==> config.mk <==
export PLATFORM = sky130hd
export DESIGN_NAME = regfile_write_arbiter
export DESIGN_NICKNAME = d
export VERILOG_FILES = /design/src/rtl/regfile_write_arbiter.sv
export SDC_FILE = /design/constraint.sdc
export NUM_CORES = 1
export LEC_CHECK = 0
export CORE_MARGIN = 2
export CORE_UTILIZATION = 30
export DETAILED_ROUTE_END_ITERATION = 16
export MAX_ROUTING_LAYER = met4
export PLACE_DENSITY_LB_ADDON = 0.08
export RECOVER_POWER = 100
export SLEW_MARGIN = 5
export SYNTH_ARGS = -nofsm -noshare
export SYNTH_HDL_FRONTEND = slang
export SYNTH_SLANG_ARGS = --single-unit
==> constraint.sdc <==
create_clock -name clk -period 4.7 [get_ports clk]
set_clock_uncertainty 0.2 [all_clocks]
set_input_delay 0.705 -clock clk [delete_from_list [all_inputs] [get_ports clk]]
set_output_delay 0.705 -clock clk [all_outputs]
set_load 0.01 [all_outputs]
==> src/rtl/regfile_write_arbiter.sv <==
// Two-port round-robin write arbiter for an 8 x 16-bit load-select register bank.
// Optional macro REGFILE_ZERO_REG_EN: register 0 reads as zero, so writes to it raise no load select.
module regfile_write_arbiter #(
    parameter int NREG = 8,
    parameter int DW   = 16
) (
    input  logic            clk,
    input  logic            reset,
    input  logic            freeze,
    input  logic            req0_valid,
    input  logic [2:0]      req0_addr,
    input  logic [DW-1:0]   req0_data,
    output logic            req0_ready,
    input  logic            req1_valid,
    input  logic [2:0]      req1_addr,
    input  logic [DW-1:0]   req1_data,
    output logic            req1_ready,
    output logic [NREG-1:0] wr_sel,
    output logic [DW-1:0]   wr_data,
    output logic            last_grant
);

    logic [NREG-1:0] wr_sel_q,     wr_sel_d;
    logic [DW-1:0]   wr_data_q,    wr_data_d;
    logic            last_grant_q, last_grant_d;
    logic            gnt0_s, gnt1_s;
    logic [2:0]      acc_addr_s;
    logic [DW-1:0]   acc_data_s;

    function automatic logic [NREG-1:0] addr_onehot(input logic [2:0] addr);
        logic [NREG-1:0] sel;
        sel = {NREG{1'b0}};
        for (int i = 0; i < NREG; i++) begin
            sel[i] = (addr == i[2:0]);
        end
        return sel;
    endfunction

    // Grant: a lone requester wins outright; under contention the port that did not win last time wins.
    always_comb begin
        gnt0_s = 1'b0;
        gnt1_s = 1'b0;
        if (!reset && !freeze) begin
            gnt0_s = req0_valid && (!req1_valid || last_grant_q);
            gnt1_s = req1_valid && (!req0_valid || !last_grant_q);
        end else begin
            gnt0_s = 1'b0;
            gnt1_s = 1'b0;
        end
    end

    assign req0_ready = gnt0_s;
    assign req1_ready = gnt1_s;

    // Mux the accepted request onto the shared address/data path.
    always_comb begin
        acc_addr_s = 3'd0;
        acc_data_s = {DW{1'b0}};
        if (gnt1_s) begin
            acc_addr_s = req1_addr;
            acc_data_s = req1_data;
        end else begin
            acc_addr_s = req0_addr;
            acc_data_s = req0_data;
        end
    end

    // Next state: one-hot select for one cycle after an accept; data bus holds between writes.
    always_comb begin
        wr_sel_d     = {NREG{1'b0}};
        wr_data_d    = wr_data_q;
        last_grant_d = last_grant_q;
        if (gnt0_s || gnt1_s) begin
            last_grant_d = gnt1_s;
`ifdef REGFILE_ZERO_REG_EN
            if (acc_addr_s != 3'd0) begin
                wr_sel_d  = addr_onehot(acc_addr_s);
                wr_data_d = acc_data_s;
            end else begin
                wr_sel_d  = {NREG{1'b0}};
                wr_data_d = wr_data_q;
            end
`else
            wr_sel_d  = addr_onehot(acc_addr_s);
            wr_data_d = acc_data_s;
`endif
        end else begin
            wr_sel_d     = {NREG{1'b0}};
            wr_data_d    = wr_data_q;
            last_grant_d = last_grant_q;
        end
    end

    // State registers; last_grant resets to 1 so port 0 wins the first contention.
    always_ff @(posedge clk) begin
        if (reset) begin
            wr_sel_q     <= {NREG{1'b0}};
            wr_data_q    <= {DW{1'b0}};
            last_grant_q <= 1'b1;
        end else begin
            wr_sel_q     <= wr_sel_d;
            wr_data_q    <= wr_data_d;
            last_grant_q <= last_grant_d;
        end
    end

    assign wr_sel     = wr_sel_q;
    assign wr_data    = wr_data_q;
    assign last_grant = last_grant_q;

endmodule
==> flow_summary_export.csv <==
group,metric,value,unit
outcome,status,"finished clean",
pwr,power-per-cell-area,237,nW/um2
logic_synthesis,synth_seq_cells,25,
placed_design,placement.io_buffers,69,
global_route,grt_pass1_wl,6670,um
clock_network,clkTransAtPathRegs,90,ps
clock_network,clock_path_buffers,2,
floorplan,die_x,70.6,um
critical_path,cp_max_fo,27,
detailed_routing,avgRoutedWirePerCell,16.1,um
logic_synthesis,seq_area_frac_synth,37.6,%
global_route,grt_use_total,16.9,%
sta,slew-limit-headroom,14.1,%
logic_synthesis,synthSimpleGateAreaFrac,16.1,%
sta,tns,0,ps
clock_network,numCtsBuffers,3,
clock_network,cts_tree,"built",
global_route,grt-ovfl-total,0,
global_route,grt_pass1_vias,1336,
clock_network,cts.repair.resized,0,
logic_synthesis,synth_area_leaders,"dfxtp_1 (38%), a311oi_2 (10%), a21oi_1 (8.6%), nand3_1 (6.4%), o21ai_0 (5.3%)",
critical_path,critPathRequiredTime,3800,ps
clock_network,cts_sinks,25,
floorplan,fp.coreArea,4320,um2
pwr,ir_worst_vdd,89.3,uV
logic_synthesis,yosysWarningCount,0,
logic_synthesis,synth_top_family_by_area,"compound AO/OA/AOI/OAI gates",
floorplan,start_util,30.8,%
detailed_routing,via_per_inst,5.55,
sta,layout_setup_ws,942,ps
finish,fill_cells,420,
detailed_routing,drt_iter0_markers,130,
placed_design,post_dp_cell_area,2010,um2
critical_path,arrival,2850,ps
sta,finalSetupViolCount,0,
min_path,hp-class,"register to register",
clock_network,htreeDepth,1,
placed_design,dp_hpwl,2850,um
clock_network,cts_setup_buffers,0,
sta,fmax,266,MHz
logic_synthesis,netlist_area,1330,um2
critical_path,critPathLaunchType,"primary input",
detailed_routing,vias,1465,
logic_synthesis,yosysTopAreaCell,"dfxtp_1",
critical_path,critical_path.max_stage_delay,630,ps
clock_network,clk_latency,260,ps
global_route,grt_max_degree,28,
sta,period_minus_slack,3760,ps
critical_path,cp_cell_sequence,"clkdlybuf4s50_1 > buf_4 > inv_1 > o21ai_0 > nor3_1 > dlygate4sd3_1",
critical_path,worstSetupEndpointType,"primary output",
logic_synthesis,synth_adder_area_share,0,%
critical_path,worst-setup-path-type,"primary input to primary output",
logic_synthesis,synth_edf_count,0,
logic_synthesis,synth.net_count,195,
floorplan,num_rows,24,
logic_synthesis,syn_avg_cell_area,8.76,um2
logic_synthesis,async_flop_share,0,%
finish,fin_area,2010,um2
clock_network,holdBufCountCts,0,
logic_synthesis,synth-compound-area-share,38.3,%
flow_run,cap_violations,0,
logic_synthesis,synthXorXnorAreaFrac,0,%
finish,n_antenna_cell,0,
detailed_routing,wl,4260,um
logic_synthesis,synth_top_area_share,37.6,%
sta,rsz0062_at_grt,"false",
logic_synthesis,synthMuxAreaShare,0,%
sta,period_share,79.9,%
logic_synthesis,synth.distinct_cells,34,
finish,drive_gt1_share,4.25,%
pwr,cellLeakagePower,0.703,nW
critical_path,slowest_stage,"dlygate4sd3_1",
placed_design,post-place-ws,1260,ps
global_route,antenna_found_initial,0,
floorplan,die_h,70.6,um
placed_design,place_congestion,0.882,
sta,finalHoldViolations,0,
sta,worst_pin_slew,1280,ps
sta,maxSlewViolCount,0,
finish,syn_to_final_growth,50.8,%
clock_network,cts_root_buf,"clkbuf_8",
floorplan,die-area,4990,um2
detailed_routing,drc_errors,0,
floorplan,ios,70,
finish,fin_nets,256,
detailed_routing,dr.pass1.iters,4,
detailed_routing,ant_nets,0,
logic_synthesis,synthCells,152,
logic_synthesis,synthFlopType,"dfxtp_1",
-- through the flow --
stage / hold WS (ps) / util, % / power (W) / instances
floorplan: 333 / - / 0.000292 / 152
global placement: 311 / 46.6 / 0.000360 / 260
detailed placement: 315 / 46.6 / 0.000361 / 260
CTS: 327 / 47.6 / 0.000493 / 264
global route: 348 / 46.4 / 0.000499 / 264
finish: 329 / 46.4 / 0.000476 / 264
-- cells by family (layout without fill, tap and decap cells) --
group | Yosys count | after routing
flops | 25 | 25
simple gates | 40 | 40
buf+inv | 19 | 79
compound gates | 68 | 68
-- where the power goes --
| group | leakage [nW] | internal, W | total [W] | switching [W] |
|---|---|---|---|---|
| sequential | 0.205 | 0.000222 | 0.000228 | 0.00000585 |
| clock | 0.0228 | 0.0000606 | 0.000130 | 0.0000691 |
| combinational | 0.476 | 0.0000622 | 0.000118 | 0.0000561 |
| total | 0.703 | 0.000345 | 0.000476 | 0.000131 |
-- critical path: cells and delay by family --
| family | cells | cell delay, ps |
|---|---|---|
| AO/OA/AOI/OAI | 1 | 150 |
| buffers and inverters | 4 | 1840 |
| AND/OR/NAND/NOR | 1 | 150 |
-- cell usage in the layout (no fill, tap or decap), types with 4 or more instances in the layout --
master / n
nor2_1: 7
dlygate4sd3_1: 28
a311oi_1: 14
o21ai_0: 14
nand3_1: 17
o2111ai_1: 4
clkdlybuf4s50_1: 41
dfxtp_1: 25
a21oi_1: 23
-- synthesized netlist by cell type, types with 2 or more instances --
master	instances
dfxtp_1	25
a21oi_1	23
nand3_1	17
o21ai_0	14
a311oi_2	9
clkbuf_1	8
a311oi_1	7
nor2_1	6
buf_6	4
o2111ai_1	4
nand2_1	3
nand4_1	3
o211ai_1	3
o21ai_1	3
buf_2	2
inv_1	2
nand4b_1	2
-- final timing paths --
kind | startpoint | to | slack [ps] | cells past startpoint
hold reg to reg | wr_data[5]$_SDFFE_PP0P_ | wr_data[5]$_SDFFE_PP0P_ | 330 | 2
hold / removal | wr_data[5]$_SDFFE_PP0P_ | wr_data[5]$_SDFFE_PP0P_ | 330 | 2
setup reg to reg | last_grant$_SDFFE_PP1P_ | wr_data[8]$_SDFFE_PP0P_ | 2720 | 3
setup / recovery | req1_valid | req0_ready | 940 | 6
-- layer usage --
| layer | vias up | share of wire, % | routed length (um) | global-route usage [%] |
|---|---|---|---|---|
| li1 | 710 | - | - | - |
| met1 | 688 | 42 | 1800 | 21.4 |
| met2 | 63 | 51 | 2150 | 27.9 |
| met3 | 4 | 6.5 | 277 | 3.56 |
| met4 | 0 | 0.63 | 27 | 3.56 |
| met5 | - | 0 | 0 | - |
-- sequential cells by signal, summed over array words and instances (netlist names) --
register,cells
wr_sel,8
last_grant,1
wr_data,16
-- cell type report --
class                      count  area, um2  share of cell area [%]
inverter                       3       11.3                   0.561
multi-input combinational    108        677                    33.7
timing repair buffer          72        709                    35.3
clock buffer                   4       45.0                    2.24
sequential                    25        500                    24.9
tap                           52       65.1                    3.24
Note: power is estimated with default switching activity, not from simulation.
